File: src/rtl/cube_gen_scheduler.sv
`default_nettype none
// ============================================================================
// Module   : cube_gen_scheduler
// Purpose  : Generation scheduler between the Conway simulator and the cube
//            scanner: rate prescaler, run/step control, tick/done handshake and
//            display latch. Define CUBE_SCHED_FRAME_SYNC_EN to add the shadow
//            buffer that is swapped to the display on FrameSync.
// Revision : 1.0 - initial release
// ============================================================================
module cube_gen_scheduler #(
  parameter  int CUBE_DIM    = 8,
  parameter  int BASE_PERIOD = 4000000,
  parameter  int RATE_LEVELS = 8,
  parameter  int DEF_LEVEL   = 0,
  localparam int NCELLS      = CUBE_DIM ** 3,
  localparam int RATE_W      = (RATE_LEVELS > 1) ? $clog2(RATE_LEVELS) : 1
) (
  input  logic              Clk,
  input  logic              Reset,
  input  logic              Run,
  input  logic              Step,
  input  logic              RateUp,
  input  logic              RateDn,
  input  logic [NCELLS-1:0] SimCells,
  input  logic              SimDone,
  output logic              SimTick,
  input  logic              FrameSync,
  output logic [NCELLS-1:0] DispCells,
  output logic [RATE_W-1:0] Rate,
  output logic              Busy,
  output logic              Overrun
);

  localparam int              c_CNT_W    = (BASE_PERIOD > 1) ? $clog2(BASE_PERIOD + 1) : 1;
  localparam logic [RATE_W-1:0] c_MAX_RATE = RATE_W'(RATE_LEVELS - 1);

  localparam logic [1:0] c_IDLE       = 2'd0;
  localparam logic [1:0] c_WAIT_DONE  = 2'd1;
`ifdef CUBE_SCHED_FRAME_SYNC_EN
  localparam logic [1:0] c_WAIT_FRAME = 2'd2;
`endif

  logic [1:0]        r_state;
  logic [1:0]        w_state_next;
  logic [c_CNT_W-1:0] r_cnt;
  logic [RATE_W-1:0] r_rate;
  logic [RATE_W-1:0] w_rate_next;
  logic              w_rate_chg;
  logic [31:0]       w_period_raw;
  logic [31:0]       w_period;
  logic              w_tick_due;
  logic              w_request;
  logic              w_fire;
  logic              w_load;
  logic              w_swap;
  logic              r_simtick;
  logic              r_busy;
  logic              r_overrun;
  logic [NCELLS-1:0] r_disp;

  // Period halves per level but never drops below one clock.
  assign w_period_raw = 32'(BASE_PERIOD) >> r_rate;
  assign w_period     = (w_period_raw == 32'd0) ? 32'd1 : w_period_raw;
  assign w_tick_due   = Run && (32'(r_cnt) == (w_period - 32'd1));
  assign w_request    = w_tick_due || (!Run && Step);

  always_comb begin
    w_rate_next = r_rate;
    if (RateUp && !RateDn && (r_rate != c_MAX_RATE))
      w_rate_next = r_rate + 1'b1;
    else if (RateDn && !RateUp && (r_rate != '0))
      w_rate_next = r_rate - 1'b1;
  end
  assign w_rate_chg = (w_rate_next != r_rate);

  always_ff @(posedge Clk or negedge Reset) begin
    if (!Reset) begin
      r_cnt  <= '0;
      r_rate <= RATE_W'(DEF_LEVEL);
    end else begin
      r_rate <= w_rate_next;
      if (w_rate_chg || w_tick_due)
        r_cnt <= '0;
      else if (Run)
        r_cnt <= r_cnt + 1'b1;
    end
  end

  always_ff @(posedge Clk or negedge Reset) begin
    if (!Reset) r_state <= c_IDLE;
    else        r_state <= w_state_next;
  end

  always_comb begin
    w_state_next = r_state;
    case (r_state)
      c_IDLE:      if (w_request) w_state_next = c_WAIT_DONE;
`ifdef CUBE_SCHED_FRAME_SYNC_EN
      c_WAIT_DONE:  if (SimDone)   w_state_next = c_WAIT_FRAME;
      c_WAIT_FRAME: if (FrameSync) w_state_next = c_IDLE;
`else
      c_WAIT_DONE:  if (SimDone)   w_state_next = c_IDLE;
`endif
      default:     w_state_next = c_IDLE;
    endcase
  end

  always_comb begin
    w_fire = 1'b0;
    w_load = 1'b0;
    w_swap = 1'b0;
    case (r_state)
      c_IDLE:       w_fire = w_request;
      c_WAIT_DONE:  w_load = SimDone;
`ifdef CUBE_SCHED_FRAME_SYNC_EN
      c_WAIT_FRAME: w_swap = FrameSync;
`endif
      default:      ;
    endcase
  end

  // A tick that lands while a generation is in flight is dropped and flagged.
  always_ff @(posedge Clk or negedge Reset) begin
    if (!Reset) begin
      r_simtick <= 1'b0;
      r_busy    <= 1'b0;
      r_overrun <= 1'b0;
    end else begin
      r_simtick <= w_fire;
      r_busy    <= (w_state_next != c_IDLE);
      if (w_tick_due && (r_state != c_IDLE))
        r_overrun <= 1'b1;
      else if (w_rate_chg)
        r_overrun <= 1'b0;
    end
  end

`ifdef CUBE_SCHED_FRAME_SYNC_EN
  logic [NCELLS-1:0] r_shadow;

  always_ff @(posedge Clk or negedge Reset) begin
    if (!Reset) begin
      r_shadow <= '0;
      r_disp   <= '0;
    end else begin
      if (w_load) r_shadow <= SimCells;
      if (w_swap) r_disp   <= r_shadow;
    end
  end
`else
  logic w_frame_sync_unused;
  assign w_frame_sync_unused = FrameSync ^ w_swap;

  always_ff @(posedge Clk or negedge Reset) begin
    if (!Reset)      r_disp <= '0;
    else if (w_load) r_disp <= SimCells;
  end
`endif

  assign SimTick   = r_simtick;
  assign DispCells = r_disp;
  assign Rate      = r_rate;
  assign Busy      = r_busy;
  assign Overrun   = r_overrun;

endmodule
`default_nettype wire

File: config.mk
export PLATFORM = sky130hd
export DESIGN_NAME = cube_gen_scheduler
export DESIGN_NICKNAME = d
export VERILOG_FILES = /design/src/rtl/cube_gen_scheduler.sv
export SDC_FILE = /design/constraint.sdc
export NUM_CORES = 1
export LEC_CHECK = 0
export CAP_MARGIN = 10
export CORE_AREA = 2 2 410 412
export CTS_CLUSTER_SIZE = 24
export DETAILED_ROUTE_END_ITERATION = 10
export DIE_AREA = 0 0 412 414
export PLACE_DENSITY_LB_ADDON = 0.15
export SLEW_MARGIN = 15
export SYNTH_ARGS = -nofsm -noshare
export SYNTH_HDL_FRONTEND = slang
export SYNTH_SLANG_ARGS = --single-unit
File: constraint.sdc
create_clock -name Clk -period 2.7 [get_ports Clk]
set_input_delay 0.405 -clock Clk [delete_from_list [all_inputs] [get_ports Clk]]
set_output_delay 0.405 -clock Clk [all_outputs]
set_load 0.01 [all_outputs]
* Word-level counts from Yosys, hierarchy flattened
Index checks and enable logic that the tools add are counted.
** Operators by class
- Add/sub/neg operators :: 4
- Eq/ne operators :: 4
- Shifts and indexed selects :: 1
- Multiplexer cells :: 12
- Reduce and logical (&&, ||, !) cells :: 19
** Operator list (count)
- 2-to-1 mux 22 bit :: 2
- == test 22 x 32 -> 1 bit :: 1
- zero test 32 bit :: 1
- 2-to-1 mux 32 bit :: 1
- right shift 22 x 3 -> 32 bit, first input constant :: 1
- subtractor 32 x 1 -> 32 bit, second input constant :: 1
- adder 22 x 1 -> 22 bit, second input constant :: 1
- nonzero test 2 bit :: 4
- logical AND 1 bit :: 7
- 2-to-1 mux 3 bit :: 2
- 2-to-1 mux 1 bit :: 4
- 2-to-1 mux 2 bit :: 2
- case mux 2 bit (2 select lines) :: 1
- adder 3 x 1 -> 3 bit, second input constant :: 1
- zero test 1 bit :: 3
- inequality test 3 bit :: 1
- inequality test 3 bit, second input constant :: 1
- nonzero test 3 bit :: 1
- subtractor 3 x 1 -> 3 bit, second input constant :: 1
- == test 2 x 1 -> 1 bit, second input constant :: 1
- zero test 2 bit :: 1
- logical OR 1 bit :: 2
** Storage, ports and cells
- Register bits :: 542
- Output and inout bits :: 518
- Word-level logic and storage cells :: 47

* Longest topological paths before layout
- Word-level depth :: 10
- Depth in mapped cells :: 12
- Depth with buffers taken out :: 9

* Worst setup path before layout
OpenSTA, ideal clock, no wires.
- Kind :: flip-flop to flip-flop
- From :: register r_rate[0] (netlist: Rate[0])
- To :: register r_cnt[10]
- Arrival :: 2898 ps
- Data required time :: 2564 ps
- Path slack :: -334 ps
- Cell stages (with the launch flop) :: 12
- Period minus slack after synthesis :: 3034 ps
- Cells stage by stage :: dfrtp_1 -> buf_2 -> inv_1 -> ha_1 -> nor4_1 -> a2bb2oi_1 -> xor2_1 -> nand2_1 -> or4_4 -> nor4b_4 -> buf_6 -> nor3_1
** On the way
- Word-level cells in the longest chain between the ends :: 8
** Ends and longest elaborated chain
- from (decl) :: RTL line 46 : logic [RATE_W-1:0] r_rate;
- from (signal assigned) :: RTL line 79 : r_rate <= RATE_W'(DEF_LEVEL);
- from (signal assigned) :: RTL line 81 : r_rate <= w_rate_next;
- right shift 22 x 3 -> 32 bit :: RTL line 62 : assign w_period_raw = 32'(BASE_PERIOD) >> r_rate;
- zero test 32 bit :: RTL line 63 : assign w_period = (w_period_raw == 32'd0) ? 32'd1 : w_period_raw;
- 2-to-1 mux 32 bit :: RTL line 63
- subtractor 32 x 1 -> 32 bit :: RTL line 64 : assign w_tick_due = Run && (32'(r_cnt) == (w_period - 32'd1));
- == test 22 x 32 -> 1 bit :: RTL line 64
- logical AND 1 bit :: RTL line 64
- logical OR 1 bit (*) :: RTL line 82 : if (w_rate_chg || w_tick_due)
- 2-to-1 mux 22 bit or nonzero test 2 bit (tied branches)
- to (signal assigned) :: RTL line 85 : r_cnt <= r_cnt + 1'b1;
- to (decl) :: RTL line 45 : logic [c_CNT_W-1:0] r_cnt;
Mark *: on every way between the ends. The rest lies on a longest branch, timed or not.
A chain may end at the register's enable or synchronous reset.

* Worst setup path after layout
- From :: register r_rate[0] (netlist: Rate[0])
- To :: register r_cnt[15]
The elaborated chain is that of the path after synthesis.

==> out/results.tsv <==
stage	metric	value	unit
final_layout	Final Cell Area	0.0379	sq mm
timing	worst clock skew	0.0252	ns
cts	Max clock buf depth	3	
worst_setup_path	r2r startpoint	Rate[0]	
yosys	FF+latch count, synth	542	
timing	setup ws final	-0.166	ns
yosys	Avg Synthesized Cell Area	15.7	sq um
cts	clk slew on worst S/H paths	0.06	ns
global_routing	largest net degree at the start of global routing	58	
final_layout	share of layout cells above drive strength 1	0.299	
worst_setup_path	worst r2r path cells	13	
worst_setup_path	Critical Path Source Type	flop	
global_routing	met3 Track Usage GR	0.0525	
die	core area	0.166	sq mm
outcome	status	finished with violations	
final_layout	most frequent cells in the layout	clkdlybuf4s50_1, dfrtp_1, mux2_2	
cts	CTS tree	built	
placed_design	Port Buffer Count	1036	
worst_setup_path	Worst R2R Setup Slack	-0.17	ns
die	initial core utilization	0.127	
worst_setup_path	critical setup path kind	reg2reg	
power	pwr/cell area	905	mW/mm^2
global_routing	GR Layer Usage met1	0.110	
timing	Fin Hold WS	0.307	ns
final_layout	fill count	17600	
yosys	Synth warnings	0	
global_routing	number of global-route vias before repair	18000	
yosys	Post-Syn Area	0.0211	sq mm
placed_design	detailed placer's ending HPWL	77800	um
global_routing	grt ovf	0	
cts	worst skew pair latency	0.68	ns
placed_design	Final GP Congestion	0.810	
run	Max Cap Viol	0	
worst_setup_path	crit-path max FO	6	
global_routing	M2 GR Usage	0.207	
cts	clock root cell	clkbuf_16	
drt	DR WL/cell	20.8	um
worst_setup_path	crit path launch	Rate[0]	
global_routing	Most Crowded Layer GR	met2	
power	leakage	15.4	nW
timing	Max-slew headroom	0.607	
worst_setup_path	Required @ worst endpoint	3.23	ns
cts	CTS HTree Levels	3	
yosys	Synth Instances	1342	
timing	Pins Over Slew Limit	0	
cts	CTS buffer count	77	
die	die height	414	um
yosys	sequential element share of the synthesized area	0.643	
worst_setup_path	Worst Setup End Kind	flop	
die	I/O pin total	1038	
timing	fin crit share	1.06	
placed_design	Placed Area	0.0348	sq mm
drt	via count	15900	
worst_setup_path	Arr. time, crit path	3.40	ns
drt	Iteration-0 DRC Markers	348	
drt	routed vias/inst	3.33	
timing	RSZ-0062 raised after global routing	true	
outcome	failing checks	negative setup slack	
die	FP Rows	150	
cts	clk sinks	542	
placed_design	pre-CTS setup slack	-0.231	ns
drt	Routed WL	99000	um
yosys	Synth Net Count	1870	
timing	final setup fails	25	
timing	Highest Clock Rate	0.349	GHz
yosys	Yosys top cell area share	0.643	
global_routing	first-pass GRT wire length	138000	um
final_layout	commonest non-fill, non-tap cell in the layout	clkdlybuf4s50_1	
drt	Remaining DRCs	0	
worst_setup_path	CP endpoint	r_cnt[15]	
final_layout	Syn-to-layout area delta	79.9	%
yosys	top cell type by total area after synthesis	dfrtp_1	
worst_hold_path	Hold/Removal Path Class	in2async	
timing	Final Hold Viols	0	
power	Max VDD drop	0.000485	V
die	DIE AREA	0.171	sq mm
global_routing	GRT Total Usage	0.113	
yosys	synth unique cells	52	
final_layout	fin nets	3004	
yosys	Async SR Flop Fraction	1.00	
yosys	EDFF count, synth	0	
drt	Post-DRT Antenna Nets	0	
drt	drt first pass iters	6	
timing	Worst Max-Slew Pin Slew	0.590	ns
worst_setup_path	reg2reg end	r_cnt[15]	
global_routing	initial antenna violation count	43	
timing	Final Critical Period	2.87	ns
power	Power Total	34.3	mW
yosys	Synth Flop Type	dfrtp_1	
yosys	Area contributors post-synth	dfrtp_1, mux2_2, xor2_1	
die	die width	412	um
-- cells by family (layout without fill, tap and decap cells) --
family | after synthesis | count (layout) | share of synthesized area
AOI/OAI and AO/OA | 42 | 42 | 0.0141
xor gates and xnor gates | 44 | 44 | 0.0183
adders and majority gates | 8 | 8 | 0.00475
buffers and inverters | 80 | 1279 | 0.0165
DFF | 542 | 542 | 0.643
muxes | 517 | 517 | 0.276
other | 1 | 16 | 0.000178
and+or+nand+nor | 108 | 108 | 0.0272
-- stage by stage --
stage	cells	util	setup TNS, ns
6_report	4760	0.228	-3.49
5_1_grt	4752	0.228	-7.20
3_3_place_gp	4584	0.210	-2.69
3_5_place_dp	4584	0.210	-5.52
4_1_cts	4744	0.228	-3.95
2_1_floorplan	1342	-	-0.310
-- power breakdown --
part	internal [mW]	switching [mW]
registers	10.3	1.31
logic	6.93	4.73
clock network	6.70	4.31
total	24.0	10.4
-- synthesized netlist by cell type, types with 2 or more instances --
cell / instances
buf_2: 5
buf_6: 3
or2_2: 5
o21ai_0: 4
or3_1: 2
o211ai_1: 5
o31ai_1: 4
nand3_1: 12
nand2b_1: 2
mux2_2: 512
xor2_1: 28
ha_1: 8
nand3b_1: 2
a22oi_1: 2
nand4_1: 4
nor3b_1: 2
buf_4: 2
nor3_1: 27
xnor2_1: 16
inv_1: 8
nor2_1: 13
and3_1: 3
a21oi_1: 8
o31a_1: 2
nor2b_1: 4
nand2_1: 22
dfrtp_1: 542
clkbuf_1: 61
mux2i_1: 5
a31oi_1: 3
nor4_1: 5
-- repair_timing --
action | 4_1_cts | 5_1_grt
gates resized for setup | 23 | 6
gates cloned | 2 | 1
setup endpoints to repair | 25 | 25
hold buffers | 1 | 0
buffers inserted | 13 | 1
endpoints found under the hold margin | 33 | 0
pin swaps | 13 | 9
-- worst min path at each step --
stage / from / to / slack, ns / cells past startpoint
2_1_floorplan: Reset / Busy / 0.11 / 0
3_3_place_gp: Reset / DispCells[483] / 0.42 / 1
3_5_place_dp: Reset / DispCells[68] / 0.42 / 1
4_1_cts: Reset / DispCells[476] / 0.26 / 2
5_1_grt: SimCells[307] / DispCells[307] / 0.29 / 2
6_report: Reset / DispCells[476] / 0.31 / 2
-- per-layer routing --
metal	up-vias	share of wire
li1	7036	-
met1	7926	0.33
met2	729	0.53
met4	2	0.029
met3	164	0.11
met5	-	0.00013
-- area by class of cell --
type                       count  area [sq um]  share of cell area
antenna                       15          37.5            0.000989
inverter                       8          40.0             0.00106
clock buffer                 111          2190              0.0578
tap                         2204          2760              0.0727
timing repair buffer        1127         11400               0.302
clock inverter                33           564              0.0149
multi-input combinational    720          7340               0.193
sequential                   542         13600               0.358
-- flip-flops by register name, summed over array words and instances, names as in the netlist --
register and count:
r_state 2, Overrun 1, SimTick 1, r_cnt 22, Busy 1, Rate 3, DispCells 512
-- critical path, cell delays in order, from the launching register on --
cell and delay [ns]:
dfrtp_2 0.42, buf_6 0.14, ha_4 0.18, buf_6 0.12, o21a_1 0.19, buf_6 0.12
o211ai_1 0.27, mux2i_1 0.14, o22a_1 0.20, nor4_2 0.30, nor4b_4 0.25, buf_6 0.19
clkbuf_16 0.16, nor3_1 0.05
(Power assumes the default switching activity.)
